File: src/rtl/barrier_scroller.sv
// barrier_scroller: scrolls the barrier left once per frame, respawns it at the right edge,
// counts passed barriers and ramps the barrier speed every LEVEL_STEP barriers.
module barrier_scroller #(
    parameter int SCREEN_W    = 640,
    parameter int BARRIER_W   = 32,
    parameter int X_W         = 10,
    parameter int SPEED_W     = 4,
    parameter int SPEED_RESET = 4,
    parameter int SPEED_MAX   = 12,
    parameter int LEVEL_STEP  = 8
) (
    input  logic               clk,
    input  logic               rst,
    input  logic               frame_tick,
    input  logic               start,
    input  logic               pause,
    input  logic               crash,
    output logic [X_W-1:0]     barrier_x,
    output logic [SPEED_W-1:0] barrier_speed,
    output logic [15:0]        passed_cnt,
    output logic               respawn,
    output logic               running,
    output logic               game_over
);
    typedef enum logic [1:0] {IDLE, RUN, PAUSED, OVER} state_t;

    localparam logic [X_W-1:0]     X_START = X_W'(SCREEN_W + BARRIER_W);
    localparam logic [SPEED_W-1:0] SPD_RST = SPEED_W'(SPEED_RESET);
    localparam logic [SPEED_W-1:0] SPD_MAX = SPEED_W'(SPEED_MAX);
    localparam logic [15:0]        LVL_MSK = 16'(LEVEL_STEP - 1);

    state_t             state_q, state_d;
    logic [X_W-1:0]     x_q, x_d;
    logic [SPEED_W-1:0] speed_q, speed_d;
    logic [15:0]        cnt_q, cnt_d;
    logic               respawn_q, respawn_d;

    logic [15:0] cnt_inc;
    logic        hit;
    logic        init;

    assign cnt_inc = cnt_q + 16'd1;
    // Speed is zero-extended so the compare stays unsigned at the X width.
    assign hit = x_q <= X_W'(speed_q);
    assign init = start && (state_q != RUN);

    always_comb begin
        state_d   = state_q;
        x_d       = x_q;
        speed_d   = speed_q;
        cnt_d     = cnt_q;
        respawn_d = 1'b0;
        case (state_q)
            IDLE:   state_d = start ? RUN : IDLE;
            PAUSED: state_d = (start || pause) ? RUN : PAUSED;
            OVER:   state_d = start ? RUN : OVER;
            RUN: begin
                if (crash) begin
                    state_d = OVER;
                end else if (pause) begin
                    state_d = PAUSED;
                end else if (frame_tick && hit) begin
                    x_d       = X_START;
                    cnt_d     = cnt_inc;
                    respawn_d = 1'b1;
                    if ((cnt_inc & LVL_MSK) == 16'd0)
                        speed_d = (speed_q >= SPD_MAX) ? SPD_MAX : speed_q + 1'b1;
                end else if (frame_tick) begin
                    x_d = x_q - X_W'(speed_q);
                end
            end
            default: state_d = IDLE;
        endcase
        if (init) begin
            x_d     = X_START;
            speed_d = SPD_RST;
            cnt_d   = 16'd0;
        end
    end

    always_ff @(posedge clk or posedge rst) begin
        if (rst) begin
            state_q   <= IDLE;
            x_q       <= X_START;
            speed_q   <= SPD_RST;
            cnt_q     <= 16'd0;
            respawn_q <= 1'b0;
        end else begin
            state_q   <= state_d;
            x_q       <= x_d;
            speed_q   <= speed_d;
            cnt_q     <= cnt_d;
            respawn_q <= respawn_d;
        end
    end

    assign barrier_x     = x_q;
    assign barrier_speed = speed_q;
    assign passed_cnt    = cnt_q;
    assign respawn       = respawn_q;
    assign running       = state_q == RUN;
    assign game_over     = state_q == OVER;
endmodule

File: config.mk
export PLATFORM = sky130hd
export DESIGN_NAME = barrier_scroller
export DESIGN_NICKNAME = d
export VERILOG_FILES = /design/src/rtl/barrier_scroller.sv
export SDC_FILE = /design/constraint.sdc
export NUM_CORES = 1
export LEC_CHECK = 0
export BUFFER_PORTS_ARGS = -buffer_cell sky130_fd_sc_hd__buf_2
export CAP_MARGIN = 20
export CORE_AREA = 2 2 63 65
export DETAILED_ROUTE_END_ITERATION = 10
export DIE_AREA = 0 0 65 67
export GPL_ROUTABILITY_DRIVEN = 0
export PLACE_DENSITY = 0.78
export SYNTH_ARGS = -nofsm -noshare
export SYNTH_HDL_FRONTEND = slang
export SYNTH_SLANG_ARGS = --single-unit
export TNS_END_PERCENT = 30
File: constraint.sdc
create_clock -name clk -period 2.9 [get_ports clk]
set_input_delay 0.58 -clock clk [delete_from_list [all_inputs] [get_ports clk]]
set_output_delay 0.58 -clock clk [all_outputs]
set_load 0.02 [all_outputs]
### Yosys cells after proc, flatten, opt, wreduce, memory -nomap -nowiden

Cells that the tools add are included.
W data, S select, Z words.

* muxes and demuxes: 28
* equality and inequality tests: 7
* magnitude comparators: 2
* add/sub/neg operators: 3
* reductions and logical operators: 12

Operators with widths (count)
* $mux W16: 5
* $mux W10: 6
* $mux W4: 7
* $add A16 B1 Y16 const B: 1
* $logic_not A16 Y1: 1
* $le A10 B4 Y1: 1
* $sub A10 B4 Y10: 1
* $mux W2: 4
* $pmux W2 S4: 1
* $reduce_and A4 Y1: 2
* $reduce_bool A2 Y1: 3
* $mux W1: 5
* $reduce_and A5 Y1: 1
* $add A4 B1 Y4 const B: 1
* $eq A2 B2 Y1 const B: 2
* $ge A4 B4 Y1 const B: 1
* $ne A2 B2 Y1 const B: 2
* $ne A3 B3 Y1 const B: 1
* $reduce_bool A3 Y1: 1
* $eq A2 B1 Y1 const B: 1
* $logic_and A1 B1 Y1: 2
* $logic_not A2 Y1: 1
* $ne A2 B1 Y1 const B: 1
* $logic_or A1 B1 Y1: 1

* bits of input ports: 6
* output and inout bits: 33
* logic and storage cells: 57
* flip-flop bits (word level): 33

### Depth between registers and ports, before layout

* depth in word-level cells: 8
* gate-level depth with buffers: 9
* mapped depth without buffers: 8

### Least setup slack after synthesis

OpenSTA, ideal clock, no wires.

* path kind: register to register
* start: register x_q[0], in the netlist barrier_x[0]
* end: register x_q[2], in the netlist barrier_x[2]
* period minus slack after synthesis: 2348 ps
* cell stages (with the launch flop): 9
* required time: 2823 ps
* setup slack: 552 ps
* arrival time: 2270 ps
* library setup time: 77 ps
* path buffers: 0
* path through: dfrtp_1 -> inv_1 -> ha_1 -> fa_1 -> and2b_2 -> o211a_2 -> nor3_2 -> or4_1 -> a21oi_1

* word-level cells in the longest chain between the ends: 7
* elaborated cells on any way between the ends: 11
* classes of those cells: add/sub (1); order compare (1); mux (6); reduce/logical (3)

RTL lines
* start: declaration: line 33 `logic [X_W-1:0] x_q, x_d;`
* start signal: assignment: line 84 `x_q <= X_START;`
* start signal: assignment: line 90 `x_q <= x_d;`
* $sub A10 B4 Y10 or $le A10 B4 Y1 (tied branches): line 69, 44
* $mux W10 or $logic_and A1 B1 Y1 (tied branches): line 68, 62
* $mux W10: line 62 `end else if (frame_tick && hit) begin`
* $mux W10: line 60 `end else if (pause) begin`
* $mux W10: line 58 `if (crash) begin`
* $mux W10: line 53 `case (state_q)`
* $mux W10: line 74 `if (init) begin`

Several ways; a longest one is shown, not always the timed one. The select of a mux whose other input is x is not followed.
A chain may end at the register's enable or synchronous reset.

### Worst setup path in the final report

* start: register speed_q[2], in the netlist barrier_speed[2]
* end: register cnt_q[14], in the netlist passed_cnt[14]

* word-level cells in the longest chain between the ends: 4

RTL lines
* start: declaration: line 34 `logic [SPEED_W-1:0] speed_q, speed_d;`
* start signal: assignment: line 91 `speed_q <= speed_d;`
* $le A10 B4 Y1: line 44 `assign hit = x_q <= X_W'(speed_q);`
* $logic_and A1 B1 Y1: line 62
* $reduce_bool A2 Y1 (no source line)
* $reduce_and A4 Y1 (no source line)
* end signal: assignment: line 92 `cnt_q <= cnt_d;`
* end: declaration: line 35 `logic [15:0] cnt_q, cnt_d;`

No other way between the ends.

==> results.py <==
metrics = {
    "status": {
        "run_status": "completed",
    },
    "global_route": {
        "grt_pass1_vias": 1527,
        "track_usage_pct": 21.0,
        "grt_pass1_wl_um": 6900,
        "antenna_found_initial": 0,
        "grt.overflow.total": 0,
        "grt_max_degree": 34,
    },
    "logic_synthesis": {
        "ys_ff_latch": 33,
        "yosys.area_share.adder_pct": 5.50,
        "ys_types": 51,
        "yosys-top-cells-area": "dfrtp_1, dfstp_2, a21oi_1",
        "syn_area_per_cell_um2": 9.88,
        "muxShareOfSynthArea_pct": 1.02,
        "synth_compound_area_share_pct": 14.6,
        "synth-edff-count": 0,
        "yosysWarnings": 0,
        "synthXorXnorAreaFrac_pct": 3.58,
        "synth.most_common_cell": "dfrtp_1",
        "yosysSeqAreaShare_pct": 42.5,
        "netlist_top_cells_count": "dfrtp_1, a21oi_1, inv_1, nand2_1, or3_1",
        "synth-main-ff-cell": "dfrtp_1",
        "synth_top_area_share_pct": 37.1,
        "synthesis.nets": 212,
        "synth_top_area_cell": "dfrtp_1",
        "syn-cell-area_um2": 1960,
        "yosys.area_share.simple_pct": 29.3,
        "synthArstFlopShare_pct": 100,
        "synth_top_family_by_area": "simple AND/OR/NAND/NOR gates",
        "syn_inst": 198,
    },
    "finish": {
        "area_growth_pct": 17.3,
        "nets": 255,
        "drive_gt1_share_pct": 28.9,
        "fill_cells": 301,
        "antenna_cells": 0,
    },
    "worst_setup_path": {
        "crit_path_top_delay_cell": "dfstp_2",
        "startpoint": "barrier_speed[2]",
        "crit_buf_inv": 1,
        "critical_path_class": "reg2reg",
        "r2r-end": "passed_cnt[14]",
        "crit_chain": "inv_1, ha_1, and2b_2, o211ai_2, nand4_2, o311ai_0, o41ai_1",
        "crit_fanout": 9,
        "required_ns": 3.06,
        "r2r_start": "barrier_speed[2]",
        "worstRegToRegCells": 7,
        "critical_path.startpoint_type": "flop",
        "reg2reg_setup_slack_ns": 0.48,
        "cp_top_family": "compound AO/OA/AOI/OAI gates",
        "cp.depth": 7,
        "cp-endpoint": "passed_cnt[14]",
        "cpPeakStageDelay_ns": 0.58,
        "arrival_ns": 2.58,
        "cp-end-kind": "flop",
    },
    "clock_network": {
        "clock_path_buffers": 2,
        "clk_latency_ns": 0.29,
        "post_cts_resized": 0,
        "cts_setup_buffers": 0,
        "hold_buffers": 0,
        "tritoncts": "built",
        "htree_levels": 2,
        "numClockSinks": 33,
        "root_buffer": "clkbuf_8",
        "cts_buffers": 5,
        "clkTransAtPathRegs_ns": 0.07,
    },
    "power_and_ir_drop": {
        "clkPwrFrac_pct": 30.6,
        "seq_power_share_pct": 43.5,
        "vdd_drop_max_uv": 396,
        "combPwrFrac_pct": 25.8,
        "power_density_nw_per_um2": 549,
        "swShare_pct": 33.1,
        "cell_internal_pwr_mw": 0.842,
        "finalPower_mw": 1.26,
        "p_sw_mw": 0.417,
        "p_leak_nw": 1.06,
    },
    "sta": {
        "drv_slew": 0,
        "rsz0062_at_grt": "false",
        "worst_slew_pin_slew_ns": 0.800,
        "setup_violations": 0,
        "finalHoldViolCount": 0,
        "slew_headroom_pct": 46.6,
        "clock.fmax_ghz": 0.413,
        "skew_ns": 0.00651,
        "period_needed_ns": 2.42,
        "setup_tns_ns": 0,
        "layout_worst_path_cycle_share_pct": 83.5,
    },
    "place": {
        "io_buffers": 38,
        "dp_hpwl_um": 2940,
    },
    "routing": {
        "wire_per_inst_um": 14.2,
        "vias_per_cell": 5.66,
        "drt.antenna.violating_nets": 0,
        "drtIter0Drc": 105,
        "first_pass_iters": 4,
        "drcViolationCount": 0,
        "vias": 1640,
        "wl_um": 4110,
    },
    "die": {
        "row_count": 22,
        "coreArea_um2": 3610,
        "die_area_um2": 4360,
        "die-width_um": 65,
        "start_util_pct": 54.3,
        "die_h_um": 67,
        "io-pin-count": 39,
    },
    "run": {
        "drv_cap": 0,
    },
    "min_path": {
        "hp-class": "in2async",
    },
}
==> power by group through the flow <==
| stage | registers [mW] | logic, mW | clock network, mW |
|---|---|---|---|
| after floorplan | 0.586 | 0.211 | 0 |
| after global placement | 0.555 | 0.321 | 0 |
| after detailed placement | 0.556 | 0.324 | 0 |
| after CTS | 0.548 | 0.327 | 0.391 |
| after global routing | 0.554 | 0.354 | 0.418 |
| final | 0.548 | 0.326 | 0.386 |
==> layout by cell type (no fill, tap or decap), drive strengths merged, types with 2 or more instances in the layout <==
master and n:
a21oi 19, dfstp 4, ha 7, and3 3, xnor2 8, and2 3, inv 13, nor3 6
nor4 9, or2 2, o21a 4, and4 2, clkbuf 7, nand2b 5, nand3b 2, nand2 13
o311ai 2, nor2 10, buf 39, nand4 5, mux2i 2, nor2b 2, dfrtp 29, or3 13
a211oi 2, nand3 5, o21ai 10
==> cell type report <==
cell class	count	area (um^2)	share of cell area [%]
clock inverter	1	5.00	0.218
timing repair buffer	39	198	8.61
multi-input combinational	149	1060	46.0
sequential	33	831	36.2
inverter	13	48.8	2.13
clock buffer	7	96.3	4.20
tap	48	60.1	2.62
==> flip-flops by register name, indices dropped and copies added (netlist names) <==
signal and flops:
state_q 2, passed_cnt 16, barrier_x 10, respawn 1, barrier_speed 4
==> kinds of logic after synthesis <==
family                   Yosys count
multiplexers                       2
AND/OR/NAND/NOR                   85
AO/OA/AOI/OAI                     46
buffers and inverters             16
flip-flops                        33
XOR/XNOR                           8
adder cells (fa/ha/maj)            8
==> worst min-delay path by stage <==
| stage | from | to | slack, ns | cells after the start |
|---|---|---|---|---|
| 5_1_grt | rst | passed_cnt[12] | 0.40 | 3 |
| 2_1_floorplan | state_q[1] | state_q[1] | 0.57 | 1 |
| 4_1_cts | rst | passed_cnt[12] | 0.38 | 3 |
| 6_report | rst | barrier_x[0] | 0.36 | 3 |
| 3_3_place_gp | passed_cnt[12] | passed_cnt[12] | 0.49 | 1 |
| 3_5_place_dp | passed_cnt[12] | passed_cnt[12] | 0.50 | 1 |
==> per-layer routing <==
layer / vias up / part of all wire (%) / GRT usage (%)
met2: 41 / 47 / 33.1
met5: - / 0 / 0
met4: 0 / 1.1 / 9.04
li1: 818 / - / -
met1: 777 / 46 / 27.4
met3: 4 / 5.7 / 4.90
==> through the flow <==
step	instances	setup WS [ns]	hold slack (ns)	util, %	area, um^2
after CTS	290	0.486	0.379	63.7	2300
after floorplan	198	0.552	0.568	-	1960
after global routing	290	0.239	0.401	63.7	2300
after global placement	282	0.577	0.489	60.9	2190
final	290	0.478	0.360	63.7	2300
after detailed placement	282	0.506	0.498	60.9	2190
==> worst min-delay path, delay by kind of cell <==
kind / cells / cell delay, ns
buffers and inverters: 3 / 0.49
Note: power is estimated with default switching activity, not from simulation.
